===== src/rtl/des_pkg.sv =====
// Shared DES key-schedule definitions: PC-1/PC-2 tables, per-round shift amounts,
// schedule FSM states and the 28-bit half rotation helper.
package des_pkg;

    typedef enum logic [1:0] {IDLE, GEN, DONE} ks_state_t;
    typedef logic [47:0] subkey_t;

    // Tables use DES numbering: bit 1 is the MSB of the source word.
    localparam int PC1_TAB [56] = '{
        57, 49, 41, 33, 25, 17,  9,
         1, 58, 50, 42, 34, 26, 18,
        10,  2, 59, 51, 43, 35, 27,
        19, 11,  3, 60, 52, 44, 36,
        63, 55, 47, 39, 31, 23, 15,
         7, 62, 54, 46, 38, 30, 22,
        14,  6, 61, 53, 45, 37, 29,
        21, 13,  5, 28, 20, 12,  4
    };

    localparam int PC2_TAB [48] = '{
        14, 17, 11, 24,  1,  5,
         3, 28, 15,  6, 21, 10,
        23, 19, 12,  4, 26,  8,
        16,  7, 27, 20, 13,  2,
        41, 52, 31, 37, 47, 55,
        30, 40, 51, 45, 33, 48,
        44, 49, 39, 56, 34, 53,
        46, 42, 50, 36, 29, 32
    };

    localparam logic [1:0] LSHIFT [16] = '{
        2'd1, 2'd1, 2'd2, 2'd2, 2'd2, 2'd2, 2'd2, 2'd2,
        2'd1, 2'd2, 2'd2, 2'd2, 2'd2, 2'd2, 2'd2, 2'd1
    };

    // Rotation toward the LSB, undoing the encrypt-direction left shift.
    function automatic logic [27:0] ror28(input logic [27:0] v, input logic [1:0] n);
        logic [27:0] r;
        r = (n == 2'd2) ? {v[1:0], v[27:2]} : {v[0], v[27:1]};
        return r;
    endfunction

    // Returns {C0, D0}; parity bits never appear in the table.
    function automatic logic [55:0] pc1(input logic [63:0] key);
        logic [55:0] r;
        r = '0;
        for (int i = 0; i < 56; i++) begin
            r[55-i] = key[64-PC1_TAB[i]];
        end
        return r;
    endfunction

endpackage


===== src/rtl/des_pc2.sv =====
// PC-2 compression of the 56-bit {C,D} register pair into a 48-bit round subkey.
module des_pc2
    import des_pkg::*;
(
    input  logic [55:0] cd,
    output subkey_t     subkey
);

    for (genvar gi = 0; gi < 48; gi++) begin : g_perm
        assign subkey[47-gi] = cd[56-PC2_TAB[gi]];
    end

endmodule


===== src/rtl/des_dec_key_sched.sv =====
// DES decrypt key scheduler: emits K16..K1 one per handshake by rotating C/D
// right from C16=C0, so no subkey storage is required.
module des_dec_key_sched
    import des_pkg::*;
#(
    parameter int NUM_ROUNDS = 16
) (
    input  logic        clk,
    input  logic        rst,
    input  logic        start,
    input  logic [63:0] key_in,
    input  logic        subkey_ready,
    output subkey_t     subkey,
    output logic [3:0]  subkey_idx,
    output logic        subkey_valid,
    output logic        busy,
    output logic        done
);

    ks_state_t   state_reg, state_next;
    logic [27:0] c_reg, c_next;
    logic [27:0] d_reg, d_next;
    logic [3:0]  idx_reg, idx_next;

    always_ff @(posedge clk) begin
        if (rst) begin
            state_reg <= IDLE;
            c_reg     <= '0;
            d_reg     <= '0;
            idx_reg   <= '0;
        end else begin
            state_reg <= state_next;
            c_reg     <= c_next;
            d_reg     <= d_next;
            idx_reg   <= idx_next;
        end
    end

    always_comb begin
        state_next   = state_reg;
        c_next       = c_reg;
        d_next       = d_reg;
        idx_next     = idx_reg;
        subkey_valid = 1'b0;
        busy         = 1'b0;
        done         = 1'b0;
        case (state_reg)
            IDLE: begin
                if (start) begin
                    {c_next, d_next} = pc1(key_in);
                    idx_next         = 4'(NUM_ROUNDS - 1);
                    state_next       = GEN;
                end
            end
            GEN: begin
                subkey_valid = 1'b1;
                busy         = 1'b1;
                if (subkey_ready) begin
                    // Registers stay at C1/D1 after the last subkey is taken.
                    if (idx_reg == 4'd0) begin
                        state_next = DONE;
                    end else begin
                        c_next   = ror28(c_reg, LSHIFT[idx_reg]);
                        d_next   = ror28(d_reg, LSHIFT[idx_reg]);
                        idx_next = idx_reg - 4'd1;
                    end
                end
            end
            DONE: begin
                done       = 1'b1;
                busy       = 1'b1;
                state_next = IDLE;
            end
            default: state_next = IDLE;
        endcase
    end

    assign subkey_idx = idx_reg;

    des_pc2 u_pc2 (
        .cd     ({c_reg, d_reg}),
        .subkey (subkey)
    );

endmodule


===== config.mk =====
export PLATFORM = sky130hd
export DESIGN_NAME = des_dec_key_sched
export DESIGN_NICKNAME = d
export VERILOG_FILES = /design/src/rtl/des_pkg.sv /design/src/rtl/des_pc2.sv /design/src/rtl/des_dec_key_sched.sv
export SDC_FILE = /design/constraint.sdc
export NUM_CORES = 1
export LEC_CHECK = 0
export CORE_ASPECT_RATIO = 0.5
export CORE_MARGIN = 5
export CORE_UTILIZATION = 46
export DETAILED_ROUTE_END_ITERATION = 8
export PLACE_DENSITY = 0.87
export SYNTH_ARGS = -nofsm -noshare
export SYNTH_HDL_FRONTEND = slang
export SYNTH_SLANG_ARGS = --single-unit

===== constraint.sdc =====
create_clock -name clk -period 2.1 [get_ports clk]
set_input_delay 0.315 -clock clk [delete_from_list [all_inputs] [get_ports clk]]
set_output_delay 0.315 -clock clk [all_outputs]
set_load 0.005 [all_outputs]

-- Word level (Yosys, flattened, before mapping)
Memories as Yosys holds them, arrays and structs flattened.
Cells that the tools add are included.
- order comparisons: 1
- equal/unequal tests: 7
- add/sub/neg operators: 1
- reduce and logical (&&, ||, !) cells: 6
- mux-type cells: 23
- bitwise operators: 1
- operators by type and width (kind ; count):
    28-bit 2-to-1 mux ; 8
    28-bit one-hot mux with 2 select lines ; 2
    4-bit 2-to-1 mux ; 3
    2-bit 2-to-1 mux ; 5
    2-bit inequality test (second input constant) ; 4
    4-bit one-hot mux with 2 select lines ; 1
    5-bit greater-or-equal comparator (second input constant) ; 1
    4-bit inverter with 5-bit output ; 1
    2-bit == test (second input constant) ; 2
    4-bit logical NOT ; 1
    2-bit one-hot mux with 2 select lines ; 1
    4-bit AND reduction ; 1
    4-bit by 1-bit subtractor with 4-bit output (second input constant) ; 1
    1-bit 2-to-1 mux ; 3
    3-bit AND reduction ; 1
    2-bit by 1-bit == test with 1-bit output (second input constant) ; 1
    2-bit logical NOT ; 1
    2-bit nonzero test ; 1
    2-bit OR reduction ; 1
- logic and storage cells: 44
- register bits after elaboration: 62
- memories: 1
- bits in read-only memories: 32
- memories (name ; words ; bits a word ; rd ports ; clocked after memory_dff ; wr ports ; line ; RTL):
    (no name shown) ; 16 ; 2 ; 1 ; 0 ; 0 ; des_dec_key_sched.sv:64 ; d_next = ror28(d_reg, LSHIFT[idx_reg]);

-- Longest topological paths before layout
- depth after elaboration: 9
- gate-level depth with buffers: 9
- gate-level depth less buffers: 6

-- Hierarchy
Synthesis repeated with hierarchy kept, for this count alone.
- cells, all modules: 435
- area total of the unflattened synthesis: 3849.9 um^2
- modules (own cells, without submodules) (module ; area an instance (um^2) ; cells an instance ; seq. area each (um^2) ; instances):
    des_dec_key_sched ; 3489.6 ; 387 ; 1241.2 ; 1
    des_pc2 ; 360.3 ; 48 ; 0.0 ; 1

-- Worst setup path after synthesis
No wires, ideal clock.
- path type: reg-to-reg
- start point: reg idx_reg[0] (netlist: subkey_idx[0])
- end point: reg c_reg[10]
- clock period less this slack: 1816 ps
- stages on the path, launching flop included: 8
- data arrival time: 1686 ps
- path slack: 284 ps
- cells stage by stage: dfxtp_1 > inv_1 > ha_1 > or3b_4 > and4_4 > clkbuf_1 > a2bb2oi_1 > o22ai_1
- cells in the longest elaborated chain, start to end: 9
- elaborated cells on any way between the ends: 12
- RTL lines (item ; line ; RTL):
    from (decl) ; des_dec_key_sched.sv:23 ; logic [3:0] idx_reg, idx_next;
    from (signal assigned) ; des_dec_key_sched.sv:35 ; idx_reg <= idx_next;
    4-bit inverter with 5-bit output (implied by the code) ; des_dec_key_sched.sv:63 ; c_next = ror28(c_reg, LSHIFT[idx_reg]);
    memory 16 x 2 bit ; n/a ;
    2-bit 2-to-1 mux (2 in a row) ; n/a ;
    2-bit == test ; n/a ;
    28-bit 2-to-1 mux ; des_pkg.sv:39 ; r = (n == 2'd2) ? {v[1:0], v[27:2]} : {v[0], v[27:1]};
    28-bit 2-to-1 mux ; des_dec_key_sched.sv:60 ; if (idx_reg == 4'd0) begin
    28-bit 2-to-1 mux ; des_dec_key_sched.sv:58 ; if (subkey_ready) begin
    28-bit one-hot mux with 2 select lines ; des_dec_key_sched.sv:47 ; case (state_reg)
    to (signal assigned) ; des_dec_key_sched.sv:33 ; c_reg <= c_next;
    to (decl) ; des_dec_key_sched.sv:21 ; logic [27:0] c_reg, c_next;
Several ways; a longest one is shown, not always the timed one. The select of a mux whose other input is x is not followed.
A chain may end at the register's enable or synchronous reset.

-- Final worst setup path
- start point: reg state_reg[1]
- end point: out subkey_valid
- cells in the longest elaborated chain, start to end: 2
- RTL lines (item ; line ; RTL):
    from (decl) ; des_dec_key_sched.sv:20 ; ks_state_t state_reg, state_next;
    from (signal assigned) ; des_dec_key_sched.sv:32 ; state_reg <= state_next;
    2-bit by 1-bit == test with 1-bit output ; des_dec_key_sched.sv:47 ;
    1-bit 2-to-1 mux ; des_dec_key_sched.sv:47 ;
    to (decl) ; des_dec_key_sched.sv:15 ; output logic subkey_valid,
No other way between the ends.

==> flow_summary.json <==
{
  "grt_max_degree": 63,
  "place_ws_ns": 0.111,
  "crit_buf_inv": 2,
  "grtUsageMet2": 0.331,
  "final_core_util": 0.627,
  "fin_crit_sh": 0.937,
  "multi_input_area_um2": 2010,
  "ys_warn_count": 0,
  "whs_ns": 0.470,
  "hold_violations": 0,
  "ir_drop_mv": 0.666,
  "antenna_found_initial": 0,
  "num_vias": 3483,
  "synthMuxAreaShare": 0.114,
  "synth_top_family_by_area": "compound AO/OA/AOI/OAI gates",
  "power_density_nw_per_um2": 1400,
  "hold_buffers": 0,
  "end_kind": "primary output",
  "synth_cells": 435,
  "ant_nets": 0,
  "worstPathMaxFanout": 10,
  "cts.clk_slew.worst_paths_ns": 0.05,
  "dieArea_um2": 10400,
  "cp_top_family": "buffers and inverters",
  "grt_pass1_wl_mm": 16.5,
  "synth_top_cell_by_area": "dfxtp_1",
  "rows": 23,
  "die_h_um": 74.7,
  "insertion_delay_ns": 0.33,
  "clock_skew_ns": 0.00438,
  "worst_pin_slew_ns": 0.483,
  "first_pass_iters": 5,
  "grt_use_met3": 0.0539,
  "seq_area_um2": 1240,
  "met1_usage": 0.246,
  "h-tree-depth": 3,
  "start_util": 0.476,
  "cts_tree": "yes",
  "fin_crit_ns": 1.97,
  "stdcell_count": 606,
  "postSynthNetCount": 511,
  "p_leak_nw": 1.99,
  "synth_area_leaders": "dfxtp_1 (32%), mux2i_1 (11%), a2bb2oi_1 (9.6%), buf_4 (9.6%), o22ai_1 (5.8%)",
  "placed_cell_area_um2": 4760,
  "fillers": 631,
  "report.final.slew_viol_count": 0,
  "drt-total-wl_mm": 10.6,
  "drive_gt1_frac": 0.0972,
  "dieWidth_um": 139,
  "fmax_mhz": 508,
  "fin_ws_ns": 0.132,
  "synth-simple-area-share": 0.126,
  "avgSynthCellArea_um2": 8.85,
  "critPathRequiredTime_ns": 1.78,
  "drc": 0,
  "synth.top_cell.area_share": 0.322,
  "total_power_mw": 7.08,
  "synth_compound_area_frac": 0.252,
  "yosys.area_share.adder": 0.0260,
  "rsz0062_at_grt": "false",
  "grt_pass1_vias": 3338,
  "crit_chain": "inv_1 -> ha_1 -> clkdlybuf4s50_1",
  "avgViaCountPerCell": 5.75,
  "status": "finished clean",
  "critPathArrivalTime_ns": 1.65,
  "critPathMaxStageDelay_ns": 0.57,
  "dp_cells": 587,
  "startpoint_type": "flip-flop",
  "maxCapViolations": 0,
  "ys_ff_latch": 62,
  "finalNetCount": 567,
  "routedWlPerCell_um": 17.4,
  "gp_congestion": 0.807,
  "max-slew-margin-rel": 0.677,
  "dp_hpwl_mm": 6.98,
  "fin_area_um2": 5070,
  "gr-total-overflow": 0,
  "synth.distinct_cells": 32,
  "io_pins": 123,
  "cts_sinks": 62,
  "path_class": "flip-flop to primary output",
  "synthArstFlopShare": 0,
  "ys_seq_area_frac": 0.322,
  "cts_buffer_depth": 2,
  "synthToLayoutAreaGrowth_pct": 31.7,
  "synth_xor_area_frac": 0,
  "setup_tns_ns": 0,
  "grtUsageTotal": 0.196,
  "synth_ff_type": "dfxtp_1",
  "n_antenna_cell": 0,
  "cts_root_buffer": "clkbuf_16",
  "critPathSlowestCell": "clkdlybuf4s50_1",
  "first_iter_violations": 214,
  "synth-edff-count": 0,
  "syn_area_um2": 3850,
  "setup_violations": 0,
  "hold_path_class": "input port to flip-flop",
  "cts_made_buffers": 9,
  "coreArea_um2": 8090,
  "grt_busiest_layer": "met2",
  "portBuffers": 114
}
[placed cells by master (no fill, tap or decap), types with 2 or more instances in the layout]
master and count:
buf_12 8, nand2_1 56, clkbuf_8 3, o22ai_2 6, nand2b_1 3, dfxtp_2 2
a41oi_1 14, buf_4 12, a2bb2oi_1 42, dfxtp_1 60, ha_1 8, o21bai_1 14
clkdlybuf4s50_1 113, o22ai_1 36, nor3_1 5, inv_1 5, nand3_1 29, mux2i_1 44
nor2_1 4, clkbuf_16 9, nor2b_1 2, a211oi_1 4
[Yosys cell counts (5+ instances only)]
library cell / number
o21bai_1: 14
nor3_1: 5
nand2_1: 56
dfxtp_1: 62
mux2i_1: 44
buf_6: 8
nand3_1: 29
a41oi_1: 14
o22ai_1: 36
clkbuf_1: 15
a2bb2oi_1: 42
buf_4: 49
ha_1: 8
buf_2: 13
inv_1: 5
o22ai_2: 6
[layout make-up]
| cell class | instances | share of cell area |
|---|---|---|
| Multi-Input combinational cell | 279 | 0.396 |
| Timing Repair Buffer | 134 | 0.273 |
| Sequential cell | 62 | 0.245 |
| Clock buffer | 13 | 0.0533 |
| Tap cell | 112 | 0.0276 |
| Inverter | 5 | 0.00370 |
| Clock inverter | 1 | 0.000987 |
[layer usage]
layer  up-vias  part of all wire  wire, um
met5         -                 0         0
met4         0             0.018       187
met3        16             0.059       620
met2       106              0.50      5240
met1      1689              0.43      4520
li1       1672                 -         -
[kinds of logic after synthesis]
logic type                 after synthesis
and+or+nand+nor                        106
DFF                                     62
muxes                                   44
buffers and inverters                   94
adders and majority gates                8
AOI/OAI and AO/OA                      121
[worst register-to-register path: cells and delay by family, from the launching register on]
family / cells / cell delay (ns)
buffers and inverters: 2 / 0.28
adder cells (fa/ha/maj): 1 / 0.22
flip-flops: 1 / 0.35
multiplexers: 1 / 0.24
AO/OA/AOI/OAI: 3 / 0.68
[path summary, 6_finish.rpt]
check        depth (start not counted)                  startpoint  slack [ns]                   endpoint
max                                  3   state_reg[1]$_SDFFE_PP0P_        0.13               subkey_valid
min                                  3                         rst        0.47  state_reg[1]$_SDFFE_PP0P_
max reg2reg                          7  subkey_idx[0]$_SDFFE_PP0P_        0.20      c_reg[1]$_SDFFE_PP0P_
min reg2reg                          2      d_reg[21]$_SDFFE_PP0P_        0.52     d_reg[19]$_SDFFE_PP0P_
[power by group]
group / internal (mW) / total [mW] / leakage, nW / switching [mW]
registers: 1.53 / 1.92 / 0.510 / 0.387
logic: 1.99 / 3.80 / 1.34 / 1.80
clock network: 0.879 / 1.37 / 0.138 / 0.492
[what timing repair did]
action / in CTS / in global routing
setup endpoints to repair: 0 / 14
gates resized for setup: 0 / 2
setup buffers: 0 / 5
No activity file was read; power rests on OpenSTA's default activity.
